File: src/rtl/jtdsp16_ram_agu.sv
// RAM address generator: NPTR post-modified pointers plus j/k strides and an
// rb..re circular window, issuing one registered address per request.
module jtdsp16_ram_agu #(
  parameter  int AW    = 16,
  parameter  int NPTR  = 4,
  parameter  int NCIRC = 4,
  localparam int SELW  = $clog2(NPTR + 4),
  localparam int PW    = (NPTR > 1) ? $clog2(NPTR) : 1
) (
  input  logic            clk,
  input  logic            rst,
  input  logic            cen,
  input  logic            ld_en,
  input  logic [SELW-1:0] ld_sel,
  input  logic [AW-1:0]   ld_data,
  input  logic [SELW-1:0] rd_sel,
  output logic [AW-1:0]   rd_data,
  input  logic            req,
  input  logic [PW-1:0]   ptr_sel,
  input  logic [2:0]      post,
  output logic [AW-1:0]   addr,
  output logic            addr_vld,
  output logic            wrap
);

  logic [AW-1:0] r_reg  [NPTR];
  logic [AW-1:0] r_next [NPTR];
  logic [AW-1:0] j_reg, k_reg, rb_reg, re_reg;
  logic [AW-1:0] j_next, k_next, rb_next, re_next;
  logic [AW-1:0] addr_reg, rd_data_reg, rd_next;
  logic          addr_vld_reg, wrap_reg;

  logic [AW-1:0] cur_ptr, mod_val;
  logic          issue, circ_ok, do_wrap;
  logic [NPTR-1:0] ld_hit, iss_hit;

  always_comb begin
    cur_ptr = '0;
    for (int i = 0; i < NPTR; i++)
      if (ptr_sel == PW'(i)) cur_ptr = r_reg[i];
  end

  // Unused pointer codes are treated exactly like an idle cycle.
  assign issue   = req && (32'(ptr_sel) < 32'(NPTR));
  assign circ_ok = 32'(ptr_sel) < 32'(NCIRC);
  assign do_wrap = issue && (re_reg != '0) && circ_ok &&
                   (post == 3'd1) && (cur_ptr == re_reg);

  always_comb begin
    case (post)
      3'd1:    mod_val = cur_ptr + AW'(1);
      3'd2:    mod_val = cur_ptr - AW'(1);
      3'd3:    mod_val = cur_ptr + j_reg;
      3'd4:    mod_val = cur_ptr + k_reg;
      default: mod_val = cur_ptr;
    endcase
    if (do_wrap) mod_val = rb_reg;
  end

  // A load on the same pointer overrides its post-modification.
  generate
    for (genvar gi = 0; gi < NPTR; gi++) begin : g_ptr
      assign ld_hit[gi]  = ld_en && (ld_sel == SELW'(gi));
      assign iss_hit[gi] = issue && (ptr_sel == PW'(gi));
      assign r_next[gi]  = ld_hit[gi]  ? ld_data :
                           iss_hit[gi] ? mod_val : r_reg[gi];
    end
  endgenerate

  assign j_next  = (ld_en && ld_sel == SELW'(NPTR))     ? ld_data : j_reg;
  assign k_next  = (ld_en && ld_sel == SELW'(NPTR + 1)) ? ld_data : k_reg;
  assign rb_next = (ld_en && ld_sel == SELW'(NPTR + 2)) ? ld_data : rb_reg;
  assign re_next = (ld_en && ld_sel == SELW'(NPTR + 3)) ? ld_data : re_reg;

  always_comb begin
    rd_next = '0;
    for (int i = 0; i < NPTR; i++)
      if (rd_sel == SELW'(i)) rd_next = r_reg[i];
    if (rd_sel == SELW'(NPTR))     rd_next = j_reg;
    if (rd_sel == SELW'(NPTR + 1)) rd_next = k_reg;
    if (rd_sel == SELW'(NPTR + 2)) rd_next = rb_reg;
    if (rd_sel == SELW'(NPTR + 3)) rd_next = re_reg;
  end

  always_ff @(posedge clk) begin
    if (rst) begin
      for (int i = 0; i < NPTR; i++) r_reg[i] <= '0;
      j_reg        <= '0;
      k_reg        <= '0;
      rb_reg       <= '0;
      re_reg       <= '0;
      addr_reg     <= '0;
      addr_vld_reg <= 1'b0;
      wrap_reg     <= 1'b0;
      rd_data_reg  <= '0;
    end else if (cen) begin
      for (int i = 0; i < NPTR; i++) r_reg[i] <= r_next[i];
      j_reg        <= j_next;
      k_reg        <= k_next;
      rb_reg       <= rb_next;
      re_reg       <= re_next;
      if (issue) addr_reg <= cur_ptr;
      addr_vld_reg <= issue;
      wrap_reg     <= do_wrap;
      rd_data_reg  <= rd_next;
    end
  end

  assign addr     = addr_reg;
  assign addr_vld = addr_vld_reg;
  assign wrap     = wrap_reg;
  assign rd_data  = rd_data_reg;

endmodule

File: config.mk
export PLATFORM = sky130hd
export DESIGN_NAME = jtdsp16_ram_agu
export DESIGN_NICKNAME = d
export VERILOG_FILES = /design/src/rtl/jtdsp16_ram_agu.sv
export SDC_FILE = /design/constraint.sdc
export NUM_CORES = 1
export LEC_CHECK = 0
export CAP_MARGIN = 20
export CORE_MARGIN = 2
export CORE_UTILIZATION = 49
export CTS_CLUSTER_DIAMETER = 30
export DETAILED_ROUTE_END_ITERATION = 16
export PLACE_DENSITY = 0.72
export SYNTH_ARGS = -nofsm -noshare
export SYNTH_HDL_FRONTEND = slang
export SYNTH_SLANG_ARGS = --single-unit
File: constraint.sdc
create_clock -name clk -period 5.6 [get_ports clk]
set_clock_uncertainty 0.2 [all_clocks]
set_input_delay 1.12 -clock clk [delete_from_list [all_inputs] [get_ports clk]]
set_output_delay 1.12 -clock clk [all_outputs]
set_load 0.03 [all_outputs]
==> Word level (Yosys, flattened, before mapping) <==
Memory sizes are Yosys's and may differ from the RTL's.
Index checks and enable logic that the tools add are counted.
{ "totals": {"in_bits": 32, "n_memories": 1, "mem_bits_rw": 64, "output_inout_bits": 34, "reg_bits": 98, "word_cells": 94} }
{ "memory_table": {"columns": ["name", "depth", "width", "read_ports", "rd_ports_with_merged_regs", "wr", "line_no", "rtl"], "rows": [
  ["r_reg", 4, 16, 4, 0, 4, "26", "logic [AW-1:0] r_reg [NPTR];"]
]} }
{ "classes": {"eq_ne": 22, "reduce_logical": 24, "n_bitwise": 4, "n_mux": 31, "addsub": 4} }
{ "op_table": {"columns": ["op", "n"], "rows": [
  ["$mux 16", 25],
  ["$pmux 16 s4", 1],
  ["$add 16x16->16", 2],
  ["$eq 3x3->1 const B", 9],
  ["$eq 3x2->1 const B", 6],
  ["$add 16x1->16 const B", 1],
  ["$eq 16x16->1", 1],
  ["$reduce_bool 16->1", 1],
  ["$sub 16x1->16 const B", 1],
  ["$logic_and 1x1->1", 15],
  ["$reduce_and 2->1", 5],
  ["$eq 3x1->1 const B", 3],
  ["$logic_not 3->1", 2],
  ["$mux 1", 5],
  ["$eq 2x2->1 const B", 2],
  ["$or 1x1->1", 4],
  ["$eq 2x1->1 const B", 1],
  ["$logic_not 2->1", 1]
]} }

==> Logic depth before layout (Yosys ltp) <==
{ "depth": {"word_depth": 11, "ltp_mapped": 15, "mapped_depth_nobuf": 13} }

==> Least setup slack after synthesis <==
Ideal clock, no wire load.
{ "synth_path": {"path_type": "in2reg", "from": "in post[0]", "to": "mem r_reg[3][15], data pin", "stages": 13, "path_slack_ps": 608, "setup_ps": 271, "t_arrival_ps": 4521, "n_path_buf": 2, "required_ps": 5129, "cell_sequence": "clkbuf_1 nor3b_1 clkbuf_1 a22o_1 ha_1 a211o_1 o221a_2 and2_1 or3_1 a311o_1 a221o_1 o31ai_2 a21oi_1"} }
{ "synth_rtl": {"columns": ["item", "line_no", "rtl"], "rows": [
  ["start: declaration", "20", "input logic [2:0] post,"],
  ["end: declaration", "26", null]
]} }

==> implementation parameters <==
Parameter                              Value

Run status
  Status    finished, final reports clean

Clock network
  Max H-tree Level    4
  Post-CTS Resized    0
  Setup bufs post-CTS    0
  Clock-pin transition on the worst setup and hold timing paths    roughly 60 ps
  Clock Tree Root    clkbuf_16
  Maximum root-to-sink buffer count    2
  Cts-stage hold buffer count    0
  CTS tree    built
  Clock insertion delay at the later pin of the skew report    between 400 and 500 ps
  Number of buffers created by CTS    17
  Sinks on Clock Net    around 160

Timing
  Actual transition at the worst max-transition pin    1070 ps
  Setup tns final    0 ps
  Setup ws final    approximately 430 ps
  Headroom to the max-slew limit    between 20 and 30%
  Period utilization    ~90%
  Timing-limited maximum frequency    between 150 and 200 MHz
  Final critical-path required period    approximately 5200 ps
  Final Hold Fails    0
  Unrepaired setup endpoints after global routing    false
  Max Slew Vio Count    0
  Setup violators final    0

Yosys
  Yosys cell types    between 60 and 70
  Synth Area in XOR/XNOR    ~2.2%
  Async set-or-reset flop fraction in the synthesized netlist    0%
  Syn_area_per_cell    9.45 um2
  Register area share after synthesis    a little over two fifths
  Yosys top cell by area    dfxtp_1
  Net count after synthesis    between 1k and 1.5k
  Top flip-flop cell by instance count after synthesis    dfxtp_1
  Post-Synth Adder-Cell Area    2.26%
  Leading cell types by total area after synthesis    dfxtp_1, edfxtp_1, mux4_2
  Dominant combinational cell family by area after synthesis    compound AO/OA/AOI/OAI gates
  Fraction of the mapped netlist area in simple logic gates    ~16%
  Proportion of synthesized area in mux cells    13.7%
  Fraction of synthesized cell area taken by the top area cell type    a little over a fifth
  Ys Warns    0
  Seq cells post-synth    around 160
  Number of synthesized flops with an enable pin    between 60 and 70
  Compound-Gate Fraction of Synth Area    between 10% and 20%
  Synth Cell Area    about 9200 um2
  Cell count after synthesis    between 900 and 1k

Detailed routing
  Via density per instance    about 6.5
  Post-detailed-route wirelength per cell    between 20 and 25 um
  DRC violation total after the first TritonRoute iteration    ~1.1k
  DRC violations left    0
  First-pass detailed-route iteration total    6
  Overall routed net length    between 30000 and 40000 um
  Antenna-violating nets left    0
  Vias after detailed routing    8224

Floorplan
  Die boundary height    between 100 and 150 um
  Total number of placement rows    50
  Floorplan core area    about 19000 um2
  Die area    19900 um2
  # IOs    66
  DIE WIDTH    around 140 um
  Starting utilization of the core area    between 40% and 50%

Setup path
  Slowest cell on the critical path    clkdlybuf4s50_1
  Arrival time of data at the critical path endpoint    5130 ps
  Element type at the critical path start    input port
  Required time of the critical path    roughly 5600 ps
  Type of element capturing the critical path    flip-flop
  Peak per-stage delay on the critical path    around 640 ps
  Cell Chain, Critical Path    clkdlybuf4s50_1 -> buf_4 -> mux4_1 -> ha_1 -> a2111oi_0 -> o21ai_0 -> and2_1 -> or3_1 -> a311o_1 -> a221o_1 -> o31ai_2 -> a21oi_1
  Maximum fanout encountered on the critical timing path    5
  Kind of critical path    in -> reg

Global routing
  Via count of the first global-routing pass    7518
  Number of antenna violations at the first check in global routing    1
  Total track usage    between 30 and 40%
  Global-route wire length before repair    approximately 46000 um
  GR Overflow Total    0
  Largest net degree at the start of global routing    68

Flow run
  Max-Cap Viols    0

Cells and area
  Area Overhead vs Synth    16.1%
  Max FFs per register    64
  NumNets Final    approximately 1.1k
  Fraction of layout instances using a drive strength above 1    a little over an eighth
  Utilization of the core after routing    a little under three fifths

Worst hold path
  Type of the worst min-delay path    reg -> reg

Power
  Ratio of total power to cell area    292 nW/um2
  Final total power    ~3.1 mW
  Peak ir drop on the vdd network    0.000232 V
  Lkg Pwr    3.81 nW

Place
  Dpl hpwl    roughly 22000 um
  Worst-case setup slack after placement    between 60 and 70 ps
  Routability Congestion    about 1.0
  Quantity of I/O buffers inserted on ports    65
[where the power goes]
group          switching, mW  internal (mW)  leakage, nW
sequential            0.0358           1.30         1.46
clock                  0.498          0.665        0.287
combinational          0.373          0.244         2.06
total                  0.907           2.21         3.81
[per-layer routing]
layer	wire [um]	share of wire, %	global-route usage, %	vias up
met5	0	0	0	-
met4	1400	4.6	14.6	0
met3	3010	9.9	6.45	103
met2	14300	47	50.2	522
met1	11800	39	39.9	3897
li1	-	-	-	3702
[metrics by stage]
stage	instance area, um2	std cells	hold WS (ps)
4_1_cts	10700	1261	255
6_report	10700	1263	252
5_1_grt	10700	1262	266
2_1_floorplan	9190	973	236
3_3_place_gp	10100	1229	241
3_5_place_dp	10100	1229	246
[kinds of logic after synthesis]
family,Yosys count
and+or+nand+nor,337
AOI/OAI and AO/OA,278
DFF,162
buffers and inverters,90
muxes,68
xor gates and xnor gates,22
adders and majority gates,16
[worst max-delay path, delay by kind of cell]
family	cells	cell delay, ps
muxes	1	610
buffers and inverters	2	870
AOI/OAI and AO/OA	6	1700
and+or+nand+nor	2	560
adders and majority gates	1	280
[cell usage in the layout (no fill, tap or decap), types with 4 or more instances in the layout]
| cell | count |
|---|---|
| a211oi_1 | 21 |
| a21o_1 | 8 |
| a21oi_1 | 109 |
| a22o_1 | 15 |
| a22oi_1 | 4 |
| and2_1 | 5 |
| and3_1 | 7 |
| buf_4 | 38 |
| clkbuf_16 | 18 |
| clkdlybuf4s50_1 | 62 |
| dfxtp_1 | 98 |
| edfxtp_1 | 64 |
| ha_1 | 15 |
| inv_1 | 11 |
| mux2i_1 | 23 |
| mux4_1 | 6 |
| mux4_2 | 38 |
| nand2_1 | 204 |
| nand2b_1 | 23 |
| nand3_1 | 16 |
| nand4_1 | 7 |
| nor2_1 | 41 |
| nor2b_1 | 6 |
| nor4_1 | 6 |
| o211ai_1 | 10 |
| o21ai_0 | 26 |
| o21ai_2 | 9 |
| o22a_1 | 5 |
| o22ai_1 | 45 |
| or2_2 | 5 |
| or3_1 | 6 |
| xnor2_1 | 18 |
[cell usage after synthesis, drive strengths merged, types with 6 or more instances]
cell and number:
a211oi 21, a21o 8, a21oi 109, a22o 15
and3 7, buf 11, clkbuf 68, dfxtp 98
edfxtp 64, ha 15, inv 11, mux2i 24
mux4 44, nand2 204, nand2b 23, nand3 16
nand4 8, nor2 41, nor2b 7, nor4 6
o211ai 10, o21ai 35, o22ai 45, or3 6
xnor2 19
[path summary, 6_finish.rpt]
kind	start	to	slack (ps)	cells after the start
hold reg to reg	addr[14]	addr[14]	250	2
hold / removal	addr[14]	addr[14]	250	2
setup reg to reg	r_reg[0][6]	r_reg[0][15]	1470	10
setup / recovery	ptr_sel[0]	r_reg[0][15]	430	12
[cell type report]
class	instances	area [um2]
antenna	1	2.50
timing repair buffer	102	916
fill	1640	7910
clock buffer	22	485
clock inverter	10	97.6
inverter	11	41.3
tap	234	293
sequential	162	3880
multi-input combinational	721	4950
Note: power is estimated with default switching activity, not from simulation.
